**src/rtl/obstacle_scheduler.sv**
```systemverilog
// obstacle_scheduler: owns the obstacle table feeding the track renderer.
// Once per frame (on the vsync assertion edge) it scrolls every active
// obstacle left by speed_in, retires those that would pass x=0, and then
// spawns at most one new obstacle into the lowest free slot.
// Word format: [14:13] type, [12:3] x position, [2:1] lane, [0] active.
// Optional build macro OBSTACLE_SCHEDULER_LANE_GUARD_EN: suppress a spawn
// while an active obstacle in the chosen lane is still close to SPAWN_X.
module obstacle_scheduler #(
    parameter int unsigned NUM_SLOTS        = 10,
    parameter logic [9:0]  SPAWN_X          = 10'd1000,
    parameter logic [5:0]  SPAWN_GAP_MIN    = 6'd24,
    parameter logic [15:0] LFSR_SEED        = 16'hACE1,
    parameter logic        VSYNC_ACTIVE_LOW = 1'b1,
    parameter logic [9:0]  MIN_GAP          = 10'd240
) (
    input  logic        system_clock_in,
    input  logic        system_reset_n_in,
    input  logic        vsync,
    input  logic        game_running_in,
    input  logic        clear_in,
    input  logic [3:0]  speed_in,
    output logic [14:0] obstacles [NUM_SLOTS],
    output logic        busy_out,
    output logic [15:0] spawn_count_out
);

    typedef enum logic [1:0] {IDLE, SCROLL, SPAWN} state_t;

    localparam logic       VS_ASSERT = ~VSYNC_ACTIVE_LOW;
    localparam logic [3:0] LAST_IDX  = 4'(NUM_SLOTS - 1);

    state_t      state, state_next;
    logic [3:0]  idx;
    logic [15:0] lfsr;
    logic [15:0] lfsr_next;
    logic [5:0]  gap_cnt;
    logic        vsync_q;
    logic        tick;
    logic        free_found;
    logic [3:0]  free_idx;
    logic [1:0]  spawn_lane;
    logic        lane_blocked;

    assign tick       = (vsync == VS_ASSERT) && (vsync_q != VS_ASSERT);
    assign lfsr_next  = {lfsr[14:0], lfsr[15] ^ lfsr[13] ^ lfsr[12] ^ lfsr[10]};
    assign spawn_lane = (lfsr[1:0] == 2'b11) ? 2'd1 : lfsr[1:0];

    // Register raw vsync for assertion-edge detection.
    always_ff @(posedge system_clock_in) begin
        if (!system_reset_n_in) vsync_q <= ~VS_ASSERT;
        else                    vsync_q <= vsync;
    end

    // FSM state register.
    always_ff @(posedge system_clock_in) begin
        if (!system_reset_n_in) state <= IDLE;
        else                    state <= state_next;
    end

    // Next-state and busy decode; clear forces the FSM back to IDLE.
    always_comb begin
        state_next = state;
        busy_out   = (state != IDLE);
        if (clear_in) begin
            state_next = IDLE;
        end else begin
            case (state)
                IDLE:    if (tick && game_running_in) state_next = SCROLL;
                SCROLL:  if (idx == LAST_IDX) state_next = SPAWN;
                SPAWN:   state_next = IDLE;
                default: state_next = IDLE;
            endcase
        end
    end

    // Find the lowest-index inactive slot for spawning.
    always_comb begin
        free_found = 1'b0;
        free_idx   = '0;
        for (int unsigned i = 0; i < NUM_SLOTS; i++) begin
            if (!free_found && !obstacles[i][0]) begin
                free_found = 1'b1;
                free_idx   = 4'(i);
            end
        end
    end

`ifdef OBSTACLE_SCHEDULER_LANE_GUARD_EN
    // Block the spawn while an active obstacle in the target lane is too close to SPAWN_X.
    always_comb begin
        lane_blocked = 1'b0;
        for (int unsigned i = 0; i < NUM_SLOTS; i++) begin
            if (obstacles[i][0] && (obstacles[i][2:1] == spawn_lane) &&
                (obstacles[i][12:3] > (SPAWN_X - MIN_GAP)))
                lane_blocked = 1'b1;
        end
    end
`else
    assign lane_blocked = 1'b0;
`endif

    // Table, LFSR, spawn gap and spawn counter updates.
    always_ff @(posedge system_clock_in) begin
        if (!system_reset_n_in) begin
            for (int unsigned i = 0; i < NUM_SLOTS; i++) obstacles[i] <= '0;
            spawn_count_out <= '0;
            lfsr            <= LFSR_SEED;
            gap_cnt         <= SPAWN_GAP_MIN;
            idx             <= '0;
        end else if (clear_in) begin
            // lfsr deliberately keeps running across a clear.
            for (int unsigned i = 0; i < NUM_SLOTS; i++) obstacles[i] <= '0;
            spawn_count_out <= '0;
            gap_cnt         <= SPAWN_GAP_MIN;
            idx             <= '0;
        end else begin
            case (state)
                IDLE: begin
                    if (tick && game_running_in) begin
                        idx  <= '0;
                        lfsr <= lfsr_next;
                    end
                end
                SCROLL: begin
                    idx <= idx + 4'd1;
                    if (obstacles[idx][0]) begin
                        if (obstacles[idx][12:3] >= {6'd0, speed_in})
                            obstacles[idx][12:3] <= obstacles[idx][12:3] - {6'd0, speed_in};
                        else
                            obstacles[idx][0] <= 1'b0;
                    end
                end
                SPAWN: begin
                    if (gap_cnt != 6'd0) begin
                        gap_cnt <= gap_cnt - 6'd1;
                    end else if (free_found && !lane_blocked) begin
                        obstacles[free_idx] <= {lfsr[15:14], SPAWN_X, spawn_lane, 1'b1};
                        spawn_count_out     <= spawn_count_out + 16'd1;
                        gap_cnt             <= SPAWN_GAP_MIN + {1'b0, lfsr[6:2]};
                    end
                end
                default: ;
            endcase
        end
    end

endmodule
```
**config.mk**
```make
export PLATFORM = sky130hd
export DESIGN_NAME = obstacle_scheduler
export DESIGN_NICKNAME = d
export VERILOG_FILES = /design/src/rtl/obstacle_scheduler.sv
export SDC_FILE = /design/constraint.sdc
export NUM_CORES = 1
export LEC_CHECK = 0
export CORE_ASPECT_RATIO = 1.4
export CORE_MARGIN = 2
export CORE_UTILIZATION = 30
export DETAILED_ROUTE_END_ITERATION = 6
export DONT_BUFFER_PORTS = 1
export PLACE_DENSITY = 0.47
export SLEW_MARGIN = 0
export SYNTH_ARGS = -nofsm -noshare
export SYNTH_HDL_FRONTEND = slang
export SYNTH_SLANG_ARGS = --single-unit
```
**constraint.sdc**
```tcl
create_clock -name system_clock_in -period 6.85 [get_ports system_clock_in]
set_input_delay 0.3425 -clock system_clock_in [delete_from_list [all_inputs] [get_ports system_clock_in]]
set_output_delay 0.3425 -clock system_clock_in [all_outputs]
set_load 0.1 [all_outputs]
```
==> results.md <==
| Result | Value |
|---|---|
| Maximum number of pins on one net before global-route repair | 78 |
| Leakage power summed over all cells | 3.64 nW |
| Worst hold stages | 1 |
| Tcrit/Tclk final | 74.9% |
| Effective utilization at floorplan | 30.6% |
| Warnings, synthesis | 0 |
| Total count of max-transition violations in the final report | 0 |
| I/O pins | 176 |
| Outcome | finished clean |
| Clk sink count | 195 |
| Number of antenna violations at the first check in global routing | 0 |
| CTS tree | built |
| Crit-path max FO | 16 |
| Clock transition at the registers of the reported paths | 0.08 ns |
| Drt total wl | 35,900 um |
| P&R area growth vs syn | 11.4% |
| Global-route wire length before repair | 52,600 um |
| Setup Viol. Count Final | 0 |
| Setup TNS | 0 ns |
| Total CTS buffers | 17 |
| DIE HEIGHT | 211 um |
| Yosys top cell by area | sky130_fd_sc_hd__dfxtp_1 |
| Final-report hold violation count | 0 |
| Clock Power Share | 46.0% |
| Maximum clock insertion buffer count | 2 |
| Cells taking the most area after synthesis | sky130_fd_sc_hd__dfxtp_1 (42%), sky130_fd_sc_hd__mux2i_1 (6.2%), sky130_fd_sc_hd__a21oi_1 (4.0%), sky130_fd_sc_hd__nand2_1 (3.8%), sky130_fd_sc_hd__nor2_1 (3.8%) |
| Crit Reg-Reg Startpoint | obstacles[33]$_SDFFE_PP0P_ |
| Predominant post-synthesis flop cell | sky130_fd_sc_hd__dfxtp_1 |
| HP Start | system_reset_n_in |
| Worst Hold End | lfsr[14]$_SDFFE_PN0P_ |
| Post-synthesis sequential area ratio | 42.5% |
| Synth async-reset ratio | 0% |
| Slowest Stage Delay on Critical Path | 0.67 ns |
| Number of global-route vias before repair | 7,805 |
| Final design utilization | 34.1% |
| Most frequent cells in the layout | sky130_fd_sc_hd__dfxtp_1 (193), sky130_fd_sc_hd__nand2_1 (93), sky130_fd_sc_hd__nor2_1 (92) |
| Depth of the most critical reg-to-reg path | 13 |
| Die X-Extent | 152 um |
| Netlist cell types | 77 |
| Congestion Overflow GR | 0 |
| Die area | 32,100 sq um |
| Proportion of total power due to net switching | 25.2% |
| Wire length on met1 | 12,900 um |
| Critical path buffer and inverter count | 1 |
| Flop-to-flop setup slack | 1.72 ns |
| Count of hold-fix buffers inserted at cts | 2 |
| Post-CTS Repair Setup Buffers | 0 |
| Quantity of I/O buffers inserted on ports | 0 |
| Critical Setup Path Class | reg2reg |
| End of the worst register-to-register path | obstacles[109]$_SDFFE_PP0P_ |
| Total number of vias | 7,946 |
| Data required time at the worst endpoint | 7.20 ns |
| Post-synthesis sequential element count | 195 |
| Max Fclk | 195 MHz |
| Delay-heaviest family, CP | compound AO/OA/AOI/OAI gates |
| Crit path top cell by count | sky130_fd_sc_hd__a21o_1 |
| DR WL met2 | 18,300 um |
| Most common cell after layout, fill and taps aside | sky130_fd_sc_hd__dfxtp_1 |
| Power per cell area | 220 nW/um^2 |
| Violation count after the first detailed-route iteration | 534 |
| Critical Path Slowest Stage Cell | sky130_fd_sc_hd__a21o_1 |
| Total internal power | 1.68 mW |
| Uppermost signal routing layer after detailed routing | met4 |
| Clk Latency, worst-skew pair | 0.46 ns |
| Switching power summed over all nets | 0.569 mW |
| Number of enable flip-flop cells after synthesis | 0 |
| Slew HR | 21.1% |
| Maximum level of the CTS H-tree | 4 |
| Final RePlAce weighted congestion | 0.923 |
| CP Cell Sequence | mux4_2 > mux2i_1 > o22a_1 > ha_1 > inv_1 > fa_1 > a21o_1 > a21oi_1 > nand2_1 > nor4_4 > a21o_1 > nor2_1 > a32o_1 |
| Proportion of power drawn by flip-flops and latches | 50.7% |
| Count of antenna-violating nets left after detailed routing | 0 |
| Met3 wire length | 2410 um |
| Worst Path Arrival | 5.48 ns |
| Kind of path behind the tightest hold check | in2reg |
| Transition time of the tightest slew-check pin | 1.18 ns |
| Setup repair after global routing missed its margin | false |
| Number of vias per cell | 5.72 |
| Fin nets | 1,014 |
| Number of rows in the core area | 75 |
| Diodes inserted | 0 |
| Mean instance size in the synthesized netlist | 9.12 sq um |
| Worst IR drop on VDD | 0.141 mV |
| Core Area | 30,000 sq um |
| Nets in the synthesized netlist | 1,029 |
| Part of the total power dissipated in combinational logic | 3.3% |
| Routed wire per std cell | 25.8 um |
| HPWL after detailed placement | 26,200 um |
| Fraction of post-synthesis cell area in the top cell type by area | 42.5% |
| Endpoint type of the worst setup path | flop |
| Category of the worst setup path launch point | flop |
| Number of cells upsized or downsized after cts | 0 |
| Clock root buffer | sky130_fd_sc_hd__clkbuf_16 |
| Number of violations of the max-capacitance limit | 0 |
| Worst-case clock skew | 0.0125 ns |
| 1st-pass router iterations | 7 |
| Post-Syn Area | 9190 sq um |
| Final critical delay including setup and external delays | 5.13 ns |
| # DRC | 0 |
| Post-Synthesis Cells | 1,007 |
| Ratio of cells with drive above 1 in the final layout | 13.0% |
| Gr usage total | 22.1% |
-- metal layers --
layer / up-vias / track usage (%)
met5: - / 0
met4: 0 / 14.3
met3: 89 / 6.05
met2: 340 / 39.2
met1: 3871 / 22.9
li1: 3646 / -
-- cell usage after synthesis, types with 5 or more instances --
master	count
sky130_fd_sc_hd__buf_6	5
sky130_fd_sc_hd__a21oi_1	73
sky130_fd_sc_hd__o221a_2	10
sky130_fd_sc_hd__dfxtp_1	195
sky130_fd_sc_hd__a21o_1	5
sky130_fd_sc_hd__clkbuf_1	43
sky130_fd_sc_hd__nand2b_1	13
sky130_fd_sc_hd__and2_1	5
sky130_fd_sc_hd__buf_2	12
sky130_fd_sc_hd__nor3_1	35
sky130_fd_sc_hd__nor4_1	8
sky130_fd_sc_hd__nand3_1	19
sky130_fd_sc_hd__a32o_1	13
sky130_fd_sc_hd__a22oi_1	5
sky130_fd_sc_hd__xnor2_1	17
sky130_fd_sc_hd__ha_1	12
sky130_fd_sc_hd__xor2_1	9
sky130_fd_sc_hd__mux2_2	13
sky130_fd_sc_hd__a211oi_1	19
sky130_fd_sc_hd__mux2i_1	57
sky130_fd_sc_hd__nor2b_1	10
sky130_fd_sc_hd__nand4_1	20
sky130_fd_sc_hd__nand2_1	93
sky130_fd_sc_hd__inv_1	20
sky130_fd_sc_hd__o211ai_1	5
sky130_fd_sc_hd__o22ai_1	9
sky130_fd_sc_hd__o21ai_0	42
sky130_fd_sc_hd__o31ai_1	10
sky130_fd_sc_hd__nand3b_1	5
sky130_fd_sc_hd__a31oi_1	8
sky130_fd_sc_hd__mux4_2	13
sky130_fd_sc_hd__nor2_1	92
sky130_fd_sc_hd__a21boi_0	12
sky130_fd_sc_hd__or3_1	12
sky130_fd_sc_hd__and3_1	6
-- sequential cells by signal (all words and copies together) (netlist names) --
signal           count
gap_cnt              6
spawn_count_out     16
state                2
idx                  4
lfsr                16
obstacles          150
vsync_q              1
-- worst max-delay path by stage --
stage                                           from                           to  slack [ns]  cells after the start
after global routing      obstacles[33]$_SDFFE_PP0P_  obstacles[109]$_SDFFE_PP0P_        1.53                     13
after detailed placement  obstacles[33]$_SDFFE_PP0P_  obstacles[108]$_SDFFE_PP0P_        1.85                     13
after global placement    obstacles[33]$_SDFFE_PP0P_  obstacles[108]$_SDFFE_PP0P_        1.89                     13
final                     obstacles[33]$_SDFFE_PP0P_  obstacles[109]$_SDFFE_PP0P_        1.72                     13
after floorplan                  idx[1]$_SDFFE_PP0P_  obstacles[108]$_SDFFE_PP0P_        2.51                     17
after CTS                 obstacles[33]$_SDFFE_PP0P_  obstacles[109]$_SDFFE_PP0P_        1.83                     13
-- logic make-up (layout without fill, tap and decap cells) --
logic type / count (synthesis) / count (layout) / share of synthesized area (%)
AOI/OAI and AO/OA: 251 / 251 / 18.7
xor gates and xnor gates: 26 / 26 / 2.48
adders and majority gates: 13 / 13 / 1.85
buffers and inverters: 88 / 86 / 4.41
DFF: 195 / 195 / 42.5
muxes: 84 / 84 / 11.2
and+or+nand+nor: 350 / 350 / 18.9
-- worst reg2reg max path, stage by stage (launching register included) --
cell                      delay, ns
sky130_fd_sc_hd__dfxtp_1       0.66
sky130_fd_sc_hd__mux4_2        0.63
sky130_fd_sc_hd__mux2i_1       0.26
sky130_fd_sc_hd__o22a_1        0.20
sky130_fd_sc_hd__ha_1          0.16
sky130_fd_sc_hd__inv_1         0.06
sky130_fd_sc_hd__fa_1          0.40
sky130_fd_sc_hd__a21o_1        0.18
sky130_fd_sc_hd__a21oi_1       0.32
sky130_fd_sc_hd__nand2_1       0.23
sky130_fd_sc_hd__nor4_4        0.47
sky130_fd_sc_hd__a21o_1        0.67
sky130_fd_sc_hd__nor2_1        0.44
sky130_fd_sc_hd__a32o_1        0.36
-- cell type report --
type / count / area (sq um)
flip-flops and latches: 195 / 3910
fillers: 3169 / 19800
well taps: 385 / 482
clock inverters: 14 / 160
multi-input cells: 724 / 4920
clock buffers: 18 / 439
repair buffers: 34 / 260
inverters: 20 / 75.1
-- power groups by stage --
stage / Sequential, mW / Clock [mW] / Combinational (mW)
3_5_place_dp: 1.17 / 0 / 0.0717
2_1_floorplan: 1.17 / 0 / 0.0542
6_report: 1.14 / 1.04 / 0.0740
4_1_cts: 1.14 / 1.07 / 0.0738
3_3_place_gp: 1.17 / 0 / 0.0715
5_1_grt: 1.14 / 1.11 / 0.0789
-- stage by stage --
stage | std cells | worst slack, ns | hold slack (ns) | power [mW] | instance area (sq um)
2_1_floorplan | 1007 | 2.51 | 0.441 | 1.22 | 9190
3_3_place_gp | 1356 | 1.89 | 0.419 | 1.24 | 9620
3_5_place_dp | 1356 | 1.85 | 0.422 | 1.24 | 9620
4_1_cts | 1390 | 1.83 | 0.00291 | 2.29 | 10200
5_1_grt | 1390 | 1.53 | 0.00317 | 2.33 | 10200
6_report | 1390 | 1.72 | 0.0272 | 2.25 | 10200
No activity file was read; power rests on OpenSTA's default activity.
